**config.mk**
```make
export PLATFORM = sky130hd
export DESIGN_NAME = uart_tx_engine
export DESIGN_NICKNAME = d
export VERILOG_FILES = /design/src/rtl/uart_pkg.sv /design/src/rtl/uart_baud_cnt.sv /design/src/rtl/uart_tx_engine.sv
export SDC_FILE = /design/constraint.sdc
export NUM_CORES = 1
export LEC_CHECK = 0
export ABC_CLOCK_PERIOD_IN_PS = 3500
export BUFFER_PORTS_ARGS = -buffer_cell sky130_fd_sc_hd__buf_2
export CORE_ASPECT_RATIO = 1.4
export CORE_MARGIN = 4
export CORE_UTILIZATION = 40
export CTS_BUF_LIST = sky130_fd_sc_hd__clkbuf_4
export CTS_CLUSTER_SIZE = 20
export DETAILED_ROUTE_END_ITERATION = 7
export GPL_ROUTABILITY_DRIVEN = 0
export GPL_TIMING_DRIVEN = 0
export PLACE_DENSITY = 0.62
export SYNTH_ARGS = -nofsm -noshare
export SYNTH_HDL_FRONTEND = slang
export SYNTH_SLANG_ARGS = --single-unit
```
**constraint.sdc**
```tcl
create_clock -name clk -period 3.5 [get_ports clk]
set_input_delay 0.35 -clock clk [delete_from_list [all_inputs] [get_ports clk]]
set_output_delay 0.35 -clock clk [all_outputs]
set_load 0.03 [all_outputs]
```
**src/rtl/uart_pkg.sv**
```systemverilog
// Shared UART definitions: transmitter state encoding, default frame sizing
// and line levels for the start and stop bits.
package uart_pkg;

    typedef enum logic [2:0] {
        IDLE  = 3'd0,
        POP   = 3'd1,
        LATCH = 3'd2,
        START = 3'd3,
        DATA  = 3'd4,
        STOP  = 3'd5
    } tx_state_t;

    localparam int UART_DATA_W           = 8;
    localparam int UART_CLKS_PER_BIT_DEF = 434;

    localparam logic START_BIT = 1'b0;
    localparam logic STOP_BIT  = 1'b1;

endpackage

```
**src/rtl/uart_baud_cnt.sv**
```systemverilog
// Bit-period counter: counts 0..CLKS_PER_BIT-1 and raises tick_o on the
// terminal count. Restarts from zero after the terminal count or whenever
// the owner requests a clear (e.g. on a state change).
module uart_baud_cnt #(
    parameter int CLKS_PER_BIT = 434
) (
    input  logic clk_i,
    input  logic reset_ni,
    input  logic clr_i,
    output logic tick_o
);

    localparam int CNT_W = (CLKS_PER_BIT > 1) ? $clog2(CLKS_PER_BIT) : 1;
    localparam logic [CNT_W-1:0] TERM = CNT_W'(CLKS_PER_BIT - 1);

    logic [CNT_W-1:0] cnt_q;
    logic [CNT_W-1:0] cnt_d;

    assign tick_o = (cnt_q == TERM);

    // Advance the count, restarting on clear or at the end of a bit period.
    always_comb begin
        cnt_d = cnt_q + CNT_W'(1);
        if (clr_i || tick_o) begin
            cnt_d = '0;
        end
    end

    // Count register, cleared asynchronously.
    always_ff @(posedge clk_i or negedge reset_ni) begin
        if (!reset_ni) begin
            cnt_q <= '0;
        end else begin
            cnt_q <= cnt_d;
        end
    end

endmodule

```
**src/rtl/uart_tx_engine.sv**
```systemverilog
// UART 8N1 transmitter. Pops bytes from the TX FIFO (whose data output is
// registered, hence the LATCH state) and shifts them out LSB first between a
// start bit and a stop bit. All outputs are Moore decodes of registers.
module uart_tx_engine
    import uart_pkg::*;
#(
    parameter int CLKS_PER_BIT = UART_CLKS_PER_BIT_DEF,
    parameter int DATA_W       = UART_DATA_W
) (
    input  logic              clk,
    input  logic              reset,
    input  logic              tx_en,
    input  logic              fifo_empty,
    input  logic [DATA_W-1:0] fifo_data,
    output logic              fifo_rd_en,
    output logic              tx,
    output logic              busy,
    output logic              tx_done
);

    localparam int BIT_W = (DATA_W > 1) ? $clog2(DATA_W) : 1;
    localparam logic [BIT_W-1:0] LAST_BIT = BIT_W'(DATA_W - 1);

    if (CLKS_PER_BIT < 4) begin : g_bad_clks_per_bit
        $error("uart_tx_engine: CLKS_PER_BIT must be at least 4");
    end

    tx_state_t         state_q;
    tx_state_t         state_d;
    logic [DATA_W-1:0] shift_q;
    logic [DATA_W-1:0] shift_d;
    logic [BIT_W-1:0]  bit_cnt_q;
    logic [BIT_W-1:0]  bit_cnt_d;
    logic              baud_tick;
    logic              pop_ok;

    assign pop_ok = tx_en && !fifo_empty;

    // Baud counter restarts on every state change so each state begins a
    // fresh bit period.
    uart_baud_cnt #(
        .CLKS_PER_BIT(CLKS_PER_BIT)
    ) u_baud_cnt (
        .clk_i   (clk),
        .reset_ni(reset),
        .clr_i   (state_d != state_q),
        .tick_o  (baud_tick)
    );

    // State register; reset forces the line idle immediately.
    always_ff @(posedge clk or negedge reset) begin
        if (!reset) begin
            state_q <= IDLE;
        end else begin
            state_q <= state_d;
        end
    end

    // Next-state logic: a pop is only ever issued when enabled and non-empty,
    // and a frame in flight always runs to the end of its stop bit.
    always_comb begin
        state_d = state_q;
        unique case (state_q)
            IDLE:    if (pop_ok) state_d = POP;
            POP:     state_d = LATCH;
            LATCH:   state_d = START;
            START:   if (baud_tick) state_d = DATA;
            DATA:    if (baud_tick && (bit_cnt_q == LAST_BIT)) state_d = STOP;
            STOP:    if (baud_tick) state_d = pop_ok ? POP : IDLE;
            default: state_d = IDLE;
        endcase
    end

    // Shift register and bit counter updates.
    always_comb begin
        shift_d   = shift_q;
        bit_cnt_d = bit_cnt_q;
        case (state_q)
            LATCH: begin
                shift_d   = fifo_data;
                bit_cnt_d = '0;
            end
            DATA: begin
                if (baud_tick) begin
                    shift_d   = shift_q >> 1;
                    bit_cnt_d = (bit_cnt_q == LAST_BIT) ? '0 : bit_cnt_q + BIT_W'(1);
                end
            end
            default: bit_cnt_d = '0;
        endcase
    end

    // Datapath registers, cleared on reset so a lost byte leaves no residue.
    always_ff @(posedge clk or negedge reset) begin
        if (!reset) begin
            shift_q   <= '0;
            bit_cnt_q <= '0;
        end else begin
            shift_q   <= shift_d;
            bit_cnt_q <= bit_cnt_d;
        end
    end

    // Output decode from state and registered counters only.
    always_comb begin
        tx         = STOP_BIT;
        fifo_rd_en = 1'b0;
        tx_done    = 1'b0;
        busy       = (state_q != IDLE);
        case (state_q)
            POP:     fifo_rd_en = 1'b1;
            START:   tx = START_BIT;
            DATA:    tx = shift_q[0];
            STOP:    tx_done = baud_tick;
            default: ;
        endcase
    end

endmodule
```
### Word-level counts from Yosys, hierarchy flattened

Index checks and enable logic that the tools add are counted.

| word-level totals | value |
|---|---|
| output and inout port bits | 4 |
| flip-flop bits (word level) | 23 |
| logic and storage cells | 38 |

| operators by class | value |
|---|---|
| reductions and logical operators | 8 |
| eq/ne operators | 9 |
| muxes and demuxes | 15 |
| $add $sub $neg | 2 |

Operators with widths:

| cell | number |
|---|---|
| 2-to-1 mux 3 bit | 7 |
| one-hot mux 3 bit (6 select lines) | 1 |
| one-hot mux 8 bit (2 select lines) | 1 |
| adder 9 x 1 -> 9 bit, second input constant | 1 |
| equality test 3 bit, second input constant | 3 |
| equality test 9 bit, second input constant | 1 |
| 2-to-1 mux 9 bit | 1 |
| 2-to-1 mux 8 bit | 1 |
| equality test 3 x 2 -> 1 bit, second input constant | 2 |
| adder 3 x 1 -> 3 bit, second input constant | 1 |
| equality test 3 x 1 -> 1 bit, second input constant | 1 |
| zero test 3 bit | 1 |
| 2-to-1 mux 1 bit | 3 |
| inequality test 3 bit | 1 |
| nonzero test 3 bit | 1 |
| logical AND 1 bit | 2 |
| inequality test 2 bit, second input constant | 1 |
| one-hot mux 1 bit (2 select lines) | 1 |
| AND reduction 2 bit | 1 |
| nonzero test 2 bit | 1 |
| zero test 1 bit | 1 |
| logical OR 1 bit | 1 |

### Depth between registers and ports, before layout

| depth | value |
|---|---|
| depth in word-level cells | 8 |
| depth in mapped cells | 6 |
| depth with buffers taken out | 5 |

### Cells and area by module

From an unflattened synthesis, not the netlist that was laid out.

| unflattened totals | value |
|---|---|
| cells, all modules | 121 |
| area, all modules | 1293.7 um^2 |

Modules (own cells, without submodules):

| module | area an instance (um^2) | seq. area each (um^2) | cells an instance | times used |
|---|---|---|---|---|
| uart_tx_engine | 808.3 | 350.3 | 73 | 1 |
| uart_baud_cnt | 485.5 | 225.2 | 48 | 1 |

### Least setup slack after synthesis

Ideal clock, no wire load.

| timing | value |
|---|---|
| path kind | register to output |
| start point | reg u_baud_cnt.cnt_q[1] |
| end point | out tx_done |
| path slack | 1.569 ns |
| arrival time | 1.581 ns |
| buffers on the path | 0 |
| stages on the path, launching flop included | 6 |
| cells stage by stage | dfrtp_1 > inv_1 > ha_1 > and4b_1 > nand3_1 > nor3_1 |

| between the ends | value |
|---|---|
| longest elaborated chain between the ends | 2 |

Ends and longest elaborated chain:

| what | RTL line | source |
|---|---|---|
| start, declared | uart_baud_cnt.sv:16 | `logic [CNT_W-1:0] cnt_q;` |
| start signal, assigned | uart_baud_cnt.sv:34 | `cnt_q <= cnt_d;` |
| equality test 9 bit | uart_baud_cnt.sv:19 | `assign tick_o = (cnt_q == TERM);` |
| 2-to-1 mux 1 bit | uart_tx_engine.sv:110 | `case (state_q)` |
| end, declared | uart_tx_engine.sv:18 | `output logic tx_done` |

Every way passes these cells.

### Worst setup path after layout

| timing | value |
|---|---|
| start point | reg state_q[1] |
| end point | out tx |

| between the ends | value |
|---|---|
| longest elaborated chain between the ends | 2 |

Ends and longest elaborated chain:

| what | RTL line | source |
|---|---|---|
| start, declared | uart_tx_engine.sv:28 | `tx_state_t state_q;` |
| start signal, assigned | uart_tx_engine.sv:55 | `state_q <= state_d;` |
| equality test 3 bit or equality test 3 x 2 -> 1 bit (tied branches) | uart_tx_engine.sv:110 |  |
| one-hot mux 1 bit (2 select lines) * | uart_tx_engine.sv:110 |  |
| end, declared | uart_tx_engine.sv:16 | `output logic tx,` |

Mark *: on every way between the ends. The rest lies on a longest branch, timed or not.

==> flow_summary.toml <==
[cts]
cts.clk_slew.worst_paths_ps = 130
root_buffer = "clkbuf_4"
cts_hold_buf = 0
clk_path_buf_depth = 2
clkSinkCount = 23
cts_tree = "built"
htreeDepth = 1
post_cts.repair.setup_buffers = 0
cts_made_buffers = 3
clk_latency_ps = 310
ctsResizeCount = 0

[timing]
max_freq_mhz = 474.2
setup_viol = 0
maxSlewViolCount = 0
fin_skew_ps = 11.58
hold_viol = 9
hold-worst-slack_ps = -2.920
tns_ps = 0
relSlewSlack_pct = 56.44
period_share_pct = 60.25
grt_setup_unrepaired = "false"
tightest_slew_ps = 651.0
fin_crit_ps = 2109

[setup_path]
reg2reg_depth = 5
critPathCaptureType = "output pin"
path_class = "reg2out"
cp.required_ps = 3150
critPathMaxFanout = 10
worstSetupStartpointType = "register"
arrival_ps = 1760

[floorplan]
die_h_um = 77.94
core_area_sq_um = 3378
ios = 16
num_rows = 25
die_w_um = 57.96
start_util_pct = 41.37
die_area_sq_um = 4517

[grt]
antenna_found_initial = 0
grt_pass1_wl_mm = 5.478
grt_max_degree = 24
grt_pass1_vias = 1177
grt_overflow = 0
grt_usage_pct = 15.14

[detailed_routing]
vias = 1134
drt_pass1_iterations = 4
vias_per_cell = 5.815
ant_nets = 0
drc = 0
drtIter0Drc = 60
drt-total-wl_mm = 3.098
wire_per_inst_um = 15.89

[min_path]
hold_path.class = "in2async"

[cells_and_area]
post-route-util_pct = 45.89
fillers = 346
drive_gt1_share_pct = 25.81
area_growth_pct = 10.92
num_antenna_cells = 0
layout.nets = 172

[logic_synthesis]
synth_top_area_share_pct = 41.18
synth_fp_nets = 152
ys_types = 38
ys_seq_area_share_pct = 41.18
postSynthCellCount = 136
ys_ff_latch = 23
syn_area_sq_um = 1398
synth_area_leader_cell = "dfrtp_1"
synth.area.top_cells = "dfrtp_1 41%, nor3_1 5.4%, nor4_2 5.4%, a311oi_1 4.4%, ha_1 3.6%"
yosys_warnings = 0
avgSynthCellArea_sq_um = 10.28

[run_status]
violations = "negative hold slack"
status = "finished, violations left"

[placed_design]
io_buffers = 15
dp_hpwl_mm = 2.296

[power]
power.density_nw_per_um2 = 468.6
peakVddDrop_v = 0.0002375
power.leakage_nw = 0.5944

[job]
max_cap_violations = 0
[layout make-up]
cell class	count	area [sq um]	share of cell area (%)
timing repair buffer	15	75.07	4.843
sequential	23	575.6	37.13
inverter	5	18.77	1.211
buffer	11	68.82	4.439
tap	40	50.05	3.228
clock inverter	1	5.005	0.3228
multi-input combinational	97	734.5	47.38
clock buffer	3	22.52	1.453
[sequential cells by signal, summed over array words and instances, names as in the netlist]
| signal | count |
|---|---|
| u_baud_cnt.cnt_q | 9 |
| shift_q | 8 |
| bit_cnt_q | 3 |
| state_q | 3 |
[worst paths after layout]
check | startpoint | to | slack (ps)
max reg2reg | u_baud_cnt.cnt_q[1] | u_baud_cnt.cnt_q[2] | 1840
max | state_q[1] | tx | 1390
min reg2reg | u_baud_cnt.cnt_q[0] | u_baud_cnt.cnt_q[0] | 550
min | reset | u_baud_cnt.cnt_q[5] | -3
max in group asynchronous | reset | u_baud_cnt.cnt_q[3] | 3150
min in group clk | fifo_data[4] | shift_q[4] | 310
[layout by cell type (no fill, tap or decap), types with 2 or more instances in the layout]
master | netlist | routed
dfrtp_1 | 23 | 23
buf_2 | 7 | 22
nor3_1 | 15 | 15
a311oi_1 | 7 | 7
o22ai_1 | 7 | 7
nor4_2 | 6 | 6
inv_1 | 5 | 5
a211oi_1 | 5 | 5
nand3_1 | 5 | 5
o21ai_0 | 5 | 5
nor2_1 | 4 | 4
or3_1 | 4 | 4
a21oi_1 | 4 | 4
ha_1 | 4 | 4
buf_4 | 3 | 3
nand2_1 | 3 | 3
clkbuf_4 | 0 | 3
nand4b_1 | 2 | 2
nor2b_1 | 2 | 2
nand4_1 | 2 | 2
xnor2_1 | 2 | 2
or3b_1 | 2 | 2
a211oi_2 | 2 | 2
o21ai_1 | 2 | 2
[logic make-up (layout without fill, tap and decap cells)]
kind of cell	count (synthesis)	count (layout)	synth area share, %
and+or+nand+nor	54	54	27.13
buffers and inverters	16	35	6.266
adders and majority gates	4	4	3.581
muxes	1	1	0.8057
xor gates and xnor gates	3	3	1.880
DFF	23	23	41.18
AOI/OAI and AO/OA	35	35	19.16
[stage by stage]
stage,worst slack [ps],instance area (sq um),cells,power (mW),hold slack (ps)
finish,1391,1550,195,0.7264,-2.920
floorplan,1569,1398,136,0.5520,54.41
detailed placement,1728,1523,191,0.6113,357.2
global placement,1743,1523,191,0.5958,356.6
CTS,1356,1550,195,0.7370,0.1122
global route,1236,1550,195,0.7808,16.78
[critical path: stages (launching register included)]
cell     delay, ps
dfrtp_1        400
buf_2          170
or3b_1         400
buf_6          170
nor2_1          90
a21oi_1         50
buf_2          180
[routing by layer]
metal	up-vias	part of all wire, %	routed length (um)	GRT usage, %
met5	-	0	0	0
met4	0	0.71	22	4.408
met3	2	3.1	97	1.664
met2	19	54	1670	27.71
met1	550	42	1309	18.01
li1	563	-	-	-
[synth_stat cells, drive strengths merged]
| cell type | n |
|---|---|
| and2 | 1 |
| a211oi | 7 |
| o2111ai | 1 |
| nor2 | 4 |
| nand2b | 1 |
| or3 | 4 |
| a311o | 1 |
| a21oi | 4 |
| and4bb | 1 |
| nor2b | 2 |
| and3 | 1 |
| nor4b | 1 |
| ha | 4 |
| mux2 | 1 |
| o22ai | 7 |
| nand4b | 2 |
| a311oi | 7 |
| xnor2 | 2 |
| buf | 11 |
| nand2 | 3 |
| and4b | 1 |
| nor4 | 6 |
| xor2 | 1 |
| nand4 | 2 |
| nand4bb | 1 |
| o21ai | 7 |
| a221oi | 1 |
| or4 | 1 |
| inv | 5 |
| nor3b | 1 |
| dfrtp | 23 |
| nand3 | 5 |
| nor3 | 15 |
| or3b | 2 |
[report_power, final]
part / switching [mW] / leakage [nW] / internal [mW]
registers: 0.0874 / 0.277 / 0.339
logic: 0.0832 / 0.300 / 0.0946
clock network: 0.0793 / 0.0177 / 0.0426
No activity file was read; power rests on OpenSTA's default activity.
